File: src/rtl/seq_shifter.sv
// Multi-cycle MIPS shift unit: SLL/SRL/SRA (and variable forms) at up to STEP bits per clock.
// Latency: done pulses ceil(n/STEP)+1 edges after the start edge (1 edge when n==0 or pass-through).
// Backpressure: start is ignored while shifting; the pipeline stalls on busy, result held until next done.
module seq_shifter #(
    parameter int WIDTH = 32,
    parameter int STEP  = 1
) (
    input  logic             clk,
    input  logic             rst,
    input  logic             start,
    input  logic [1:0]       op,
    input  logic [31:0]      shamt,
    input  logic [WIDTH-1:0] data_in,
    output logic             busy,
    output logic             done,
    output logic [WIDTH-1:0] result
);

    typedef enum logic [1:0] {
        IDLE  = 2'd0,
        SHIFT = 2'd1,
        DONE  = 2'd2
    } state_t;

    localparam logic [4:0] STEP_AMT = 5'(STEP);
    localparam logic [1:0] OP_SLL   = 2'b00;
    localparam logic [1:0] OP_SRL   = 2'b01;
    localparam logic [1:0] OP_PASS  = 2'b10;

    state_t           state_q, state_d;
    logic [1:0]       op_q, op_d;
    logic [4:0]       rem_q, rem_d;
    logic [4:0]       step_k;
    logic [WIDTH-1:0] work_q, work_d;
    logic [WIDTH-1:0] result_q, result_d;
    logic             busy_q, busy_d;
    logic             done_q, done_d;

    // Only the 5-bit shift amount is meaningful; the zero-extension bits are dropped.
    logic unused_shamt_hi;
    assign unused_shamt_hi = ^shamt[31:5];

    // Next-state, working-register and output computation for the shift FSM.
    always_comb begin
        state_d  = state_q;
        op_d     = op_q;
        rem_d    = rem_q;
        work_d   = work_q;
        step_k   = (rem_q < STEP_AMT) ? rem_q : STEP_AMT;
        // Outputs are decoded from the current state and registered, so they trail the state by one edge.
        busy_d   = (state_q == SHIFT);
        done_d   = (state_q == DONE);
        result_d = (state_q == DONE) ? work_q : result_q;

        case (state_q)
            IDLE, DONE: begin
                if (start) begin
                    work_d  = data_in;
                    op_d    = op;
                    rem_d   = shamt[4:0];
                    state_d = ((shamt[4:0] == 5'd0) || (op == OP_PASS)) ? DONE : SHIFT;
                end else begin
                    state_d = IDLE;
                end
            end
            SHIFT: begin
                case (op_q)
                    OP_SLL:  work_d = work_q << step_k;
                    OP_SRL:  work_d = work_q >> step_k;
                    // SRA: the sign bit never changes while shifting right, so it replicates the original bit 31.
                    default: work_d = WIDTH'($signed(work_q) >>> step_k);
                endcase
                rem_d = rem_q - step_k;
                if (rem_d == 5'd0) begin
                    state_d = DONE;
                end
            end
            default: state_d = IDLE;
        endcase
    end

    // State and output registers; reset abandons any operation in flight.
    always_ff @(posedge clk or posedge rst) begin
        if (rst) begin
            state_q  <= IDLE;
            op_q     <= 2'b00;
            rem_q    <= 5'd0;
            work_q   <= '0;
            result_q <= '0;
            busy_q   <= 1'b0;
            done_q   <= 1'b0;
        end else begin
            state_q  <= state_d;
            op_q     <= op_d;
            rem_q    <= rem_d;
            work_q   <= work_d;
            result_q <= result_d;
            busy_q   <= busy_d;
            done_q   <= done_d;
        end
    end

    assign busy   = busy_q;
    assign done   = done_q;
    assign result = result_q;

endmodule
File: config.mk
export PLATFORM = sky130hd
export DESIGN_NAME = seq_shifter
export DESIGN_NICKNAME = d
export VERILOG_FILES = /design/src/rtl/seq_shifter.sv
export SDC_FILE = /design/constraint.sdc
export NUM_CORES = 1
export LEC_CHECK = 0
export CORE_ASPECT_RATIO = 0.9
export CORE_MARGIN = 2
export CORE_UTILIZATION = 47
export DETAILED_ROUTE_END_ITERATION = 7
export HOLD_SLACK_MARGIN = 0.12
export PLACE_DENSITY = 0.8
export RECOVER_POWER = 25
export SLEW_MARGIN = 20
export SYNTH_ARGS = -nofsm -noshare
export SYNTH_HDL_FRONTEND = slang
export SYNTH_SLANG_ARGS = --single-unit
File: constraint.sdc
create_clock -name clk -period 3.4 [get_ports clk]
set_clock_uncertainty 0.1 [all_clocks]
set_input_delay 0.68 -clock clk [delete_from_list [all_inputs] [get_ports clk]]
set_output_delay 0.68 -clock clk [all_outputs]
set_load 0.02 [all_outputs]
==> summary.txt <==
Critical path
  – Critical path's top delay family: simple AND/OR/NAND/NOR gates
  – Worst Path Arrival: 2480 ps
  – CP Launch Type: flop
  – Crit path max fanout: 33
  – CP max-delay cell: nor2b_2
  – Crit-path cells: nor2b_2, mux2_2
  – Crit end category: flop
  – Buf/Inv on CP: 0
  – Slowest Stage Delay on Critical Path: between 1000 and 1500 ps
  – WS Path Type: reg2reg
  – Worst EP required: around 3500 ps

Timing
  – Slew at the pin with the worst max-slew slack: 1671 ps
  – Final worst slack: roughly 1000 ps
  – Final critical-path required period: 2361 ps
  – Worst slew margin: -0.1191
  – Period utilization: 0.6945
  – TNS Setup: 0 ps
  – RSZ-0062 raised after global routing: false
  – Final Hold Fails: 0
  – Fmax: 423.5 MHz
  – Max Slew Vio Count: 34
  – Final setup viols: 0

Clocking
  – Resized Gates After CTS: 0
  – Worst-Skew Late Latency: 330 ps
  – CTS Buf Count: 9
  – Hold Buf Count CTS: 0
  – Post-CTS Setup Inserts: 0
  – CTS Buffer Depth: 2
  – CTS tree: yes
  – Clock transition at the registers of the reported paths: 70 ps
  – Clock Sinks: 75
  – Clock root buffer: clkbuf_8
  – H-Tree Depth: 3

Floorplanning
  – Core ar.: ~7000 µm²
  – Die Ht: 84.83 µm
  – Initial Util: 0.4847
  – Core Rows: 29
  – Die area: between 7000 and 8000 µm²
  – Die width: roughly 94 µm
  – I/O Pins: 103

Status
  – Violated checks: capacitance limit, slew limit
  – Status: complete, but fails checks

Synth
  – Seq/Total Area, Yosys: 0.5501
  – Main combinational cell family by area after synthesis: simple AND/OR/NAND/NOR gates
  – Cells after Synth: ~300
  – Netlist Area Pre-Place: 3412 µm²
  – Adder-Cell Fraction of Synth Area: 0.003667
  – Avg Cell Area, Syn: 11.30 µm²
  – Yosys reg bits: 75
  – Synth Area in Compound Gates: 0.1448
  – Yosys synthesis warning count: 0
  – XOR/XNOR Fraction of Synth Area: 0
  – Mux contribution to synthesized area: 0.1089
  – Cell variety after synth: 35
  – Post-synthesis simple-gate area fraction: 0.1507
  – Syn Nets: 372

Route
  – Drt drc: 0
  – Total number of vias: roughly 2.6k
  – Vias per Instance: about 5.6
  – Detailed Routing Iterations Pass 1: 4
  – WL final: 7311 µm
  – Routed wire per std cell: 15.59 µm
  – DRT antenna net count: 0
  – Initial DRC count: 87

GRT
  – Number of global-route vias before repair: 2526
  – Largest net degree at the start of global routing: 39
  – First-pass GRT wire length: 12280 µm
  – Gr usage total: 0.1933
  – Initial antenna violation count: 0
  – Gr ovfl total: 0

Final layout
  – Share of cells above drive strength 1: 0.1516
  – Finished Layout Cells: 469
  – Antenna cells: 0
  – Nets@finish: 441
  – Area grow syn2layout: 29.19%
  – FILL cells: 580

Placed design
  – Post-DP HPWL: 4870 µm
  – Gpl congestion: between 0.8 and 0.9
  – I/O Buffers: 75
  – Post-place setup slack: approximately 1100 ps
  – Cells after DPL: 453

Power
  – Pwr dens: 1063 nW/µm²
  – Lkg Pwr: 1.851 nW
  – Post-layout power: approximately 0.0047 W
  – VDD IR max: 0.7306 mV

Job
  – Max_cap viols: 1

Worst hold path
  – Worst hold path type: reg2reg
-- final cells by class --
| cell class | instances | area (µm²) | share of cell area |
|---|---|---|---|
| multi-input cells | 199 | 1398 | 0.3171 |
| repair buffers | 80 | 800.8 | 0.1817 |
| flip-flops and latches | 75 | 1877 | 0.4258 |
| clock inverters | 6 | 66.31 | 0.01504 |
| inverters | 6 | 22.52 | 0.005109 |
| clock buffers | 10 | 127.6 | 0.02895 |
| well taps | 93 | 116.4 | 0.02640 |
-- metal layers --
layer	vias up	global-route usage	wire length, µm
li1	1234	-	-
met1	1260	0.2656	3373
met2	95	0.2981	3347
met3	16	0.05062	443
met4	0	0.07246	146
met5	-	0	0
-- sequential cells by signal, indices dropped and copies added (netlist names) --
signal and flops:
rem_q 5, work_q 32, result 32, state_q 2, op_q 2, busy 1
done 1
-- cells by family after synthesis --
group / count (synthesis)
AO/OA/AOI/OAI: 51
adder cells (fa/ha/maj): 1
buffers and inverters: 28
flip-flops: 75
multiplexers: 33
AND/OR/NAND/NOR: 114
-- worst paths after layout --
kind / startpoint / endpoint / slack, ps / cells after the start
min in group asynchronous: rst / result[11] / 1120 / 2
min reg2reg: result[17] / result[17] / 410 / 1
max in group asynchronous: rst / work_q[28] / 1210 / 2
max reg2reg: state_q[0] / result[9] / 1040 / 2
min: result[17] / result[17] / 410 / 1
max: state_q[0] / result[9] / 1040 / 2
-- cell usage after synthesis --
| master | n | area, µm² |
|---|---|---|
| o31ai_1 | 1 | 7.510 |
| nand4_1 | 1 | 6.260 |
| a21oi_1 | 1 | 5.000 |
| a21oi_4 | 1 | 16.27 |
| buf_2 | 12 | 60.06 |
| o211ai_1 | 1 | 7.510 |
| buf_6 | 3 | 33.78 |
| nor4_1 | 2 | 12.51 |
| nand2_1 | 67 | 251.5 |
| o22ai_1 | 2 | 12.51 |
| or2_1 | 1 | 6.260 |
| o21ai_1 | 2 | 10.01 |
| o221a_1 | 30 | 337.8 |
| a22o_1 | 1 | 8.760 |
| mux2_1 | 1 | 11.26 |
| nor2_1 | 6 | 22.52 |
| nor2b_1 | 3 | 18.77 |
| inv_1 | 6 | 22.52 |
| a311oi_1 | 1 | 8.760 |
| o21ai_0 | 4 | 20.02 |
| dfrtp_1 | 75 | 1877 |
| nand3_1 | 28 | 140.1 |
| clkbuf_1 | 7 | 26.28 |
| nand2b_4 | 1 | 13.76 |
| a21o_1 | 1 | 7.510 |
| mux2_2 | 32 | 360.4 |
| a221o_1 | 1 | 10.01 |
| a32oi_1 | 2 | 17.52 |
| nor3_4 | 1 | 16.27 |
| and3_1 | 1 | 6.260 |
| o211a_1 | 1 | 10.01 |
| nand2b_1 | 2 | 12.51 |
| or4_1 | 1 | 7.510 |
| ha_1 | 1 | 12.51 |
| a22oi_1 | 2 | 15.01 |
-- cell usage in the layout, fill, tap and decap left out, drive strengths merged --
master          n
nor2b           3
nand2b          3
mux2           33
a21o            1
o31ai           1
nand2          67
dfrtp          75
clkdlybuf4s50  74
a221o           1
and3            1
o211a           1
ha              1
nand4           1
a22oi           2
nor3            1
o211ai          1
dlygate4sd3     1
a21oi           2
a311oi          1
or4             1
buf             5
a22o            1
clkinvlp        3
clkinv          2
nand3          28
o21ai           6
inv             6
a32oi           2
o221a          30
clkbuf         10
o22ai           2
nor2            6
or2             1
nor4            2
bufinv          1
-- worst register-to-register path, stage by stage (launching register included) --
cell and delay (ps):
dfrtp_1 420, nor2b_2 1260, mux2_2 470
-- metrics by stage --
stage          area [µm²]  hold slack [ps]    util
2_1_floorplan        3412            360.6       -
3_3_place_gp         4219            388.5  0.5994
3_5_place_dp         4219            395.5  0.5994
4_1_cts              4413            412.6  0.6269
5_1_grt              4408            423.5  0.6262
6_report             4408            406.3  0.6262
-- power breakdown --
| group | total, W | switching [W] | internal (W) |
|---|---|---|---|
| combinational | 0.00230 | 0.00116 | 0.00114 |
| clock | 0.000666 | 0.000327 | 0.000339 |
| sequential | 0.00172 | 0.000366 | 0.00136 |
(Power assumes the default switching activity.)
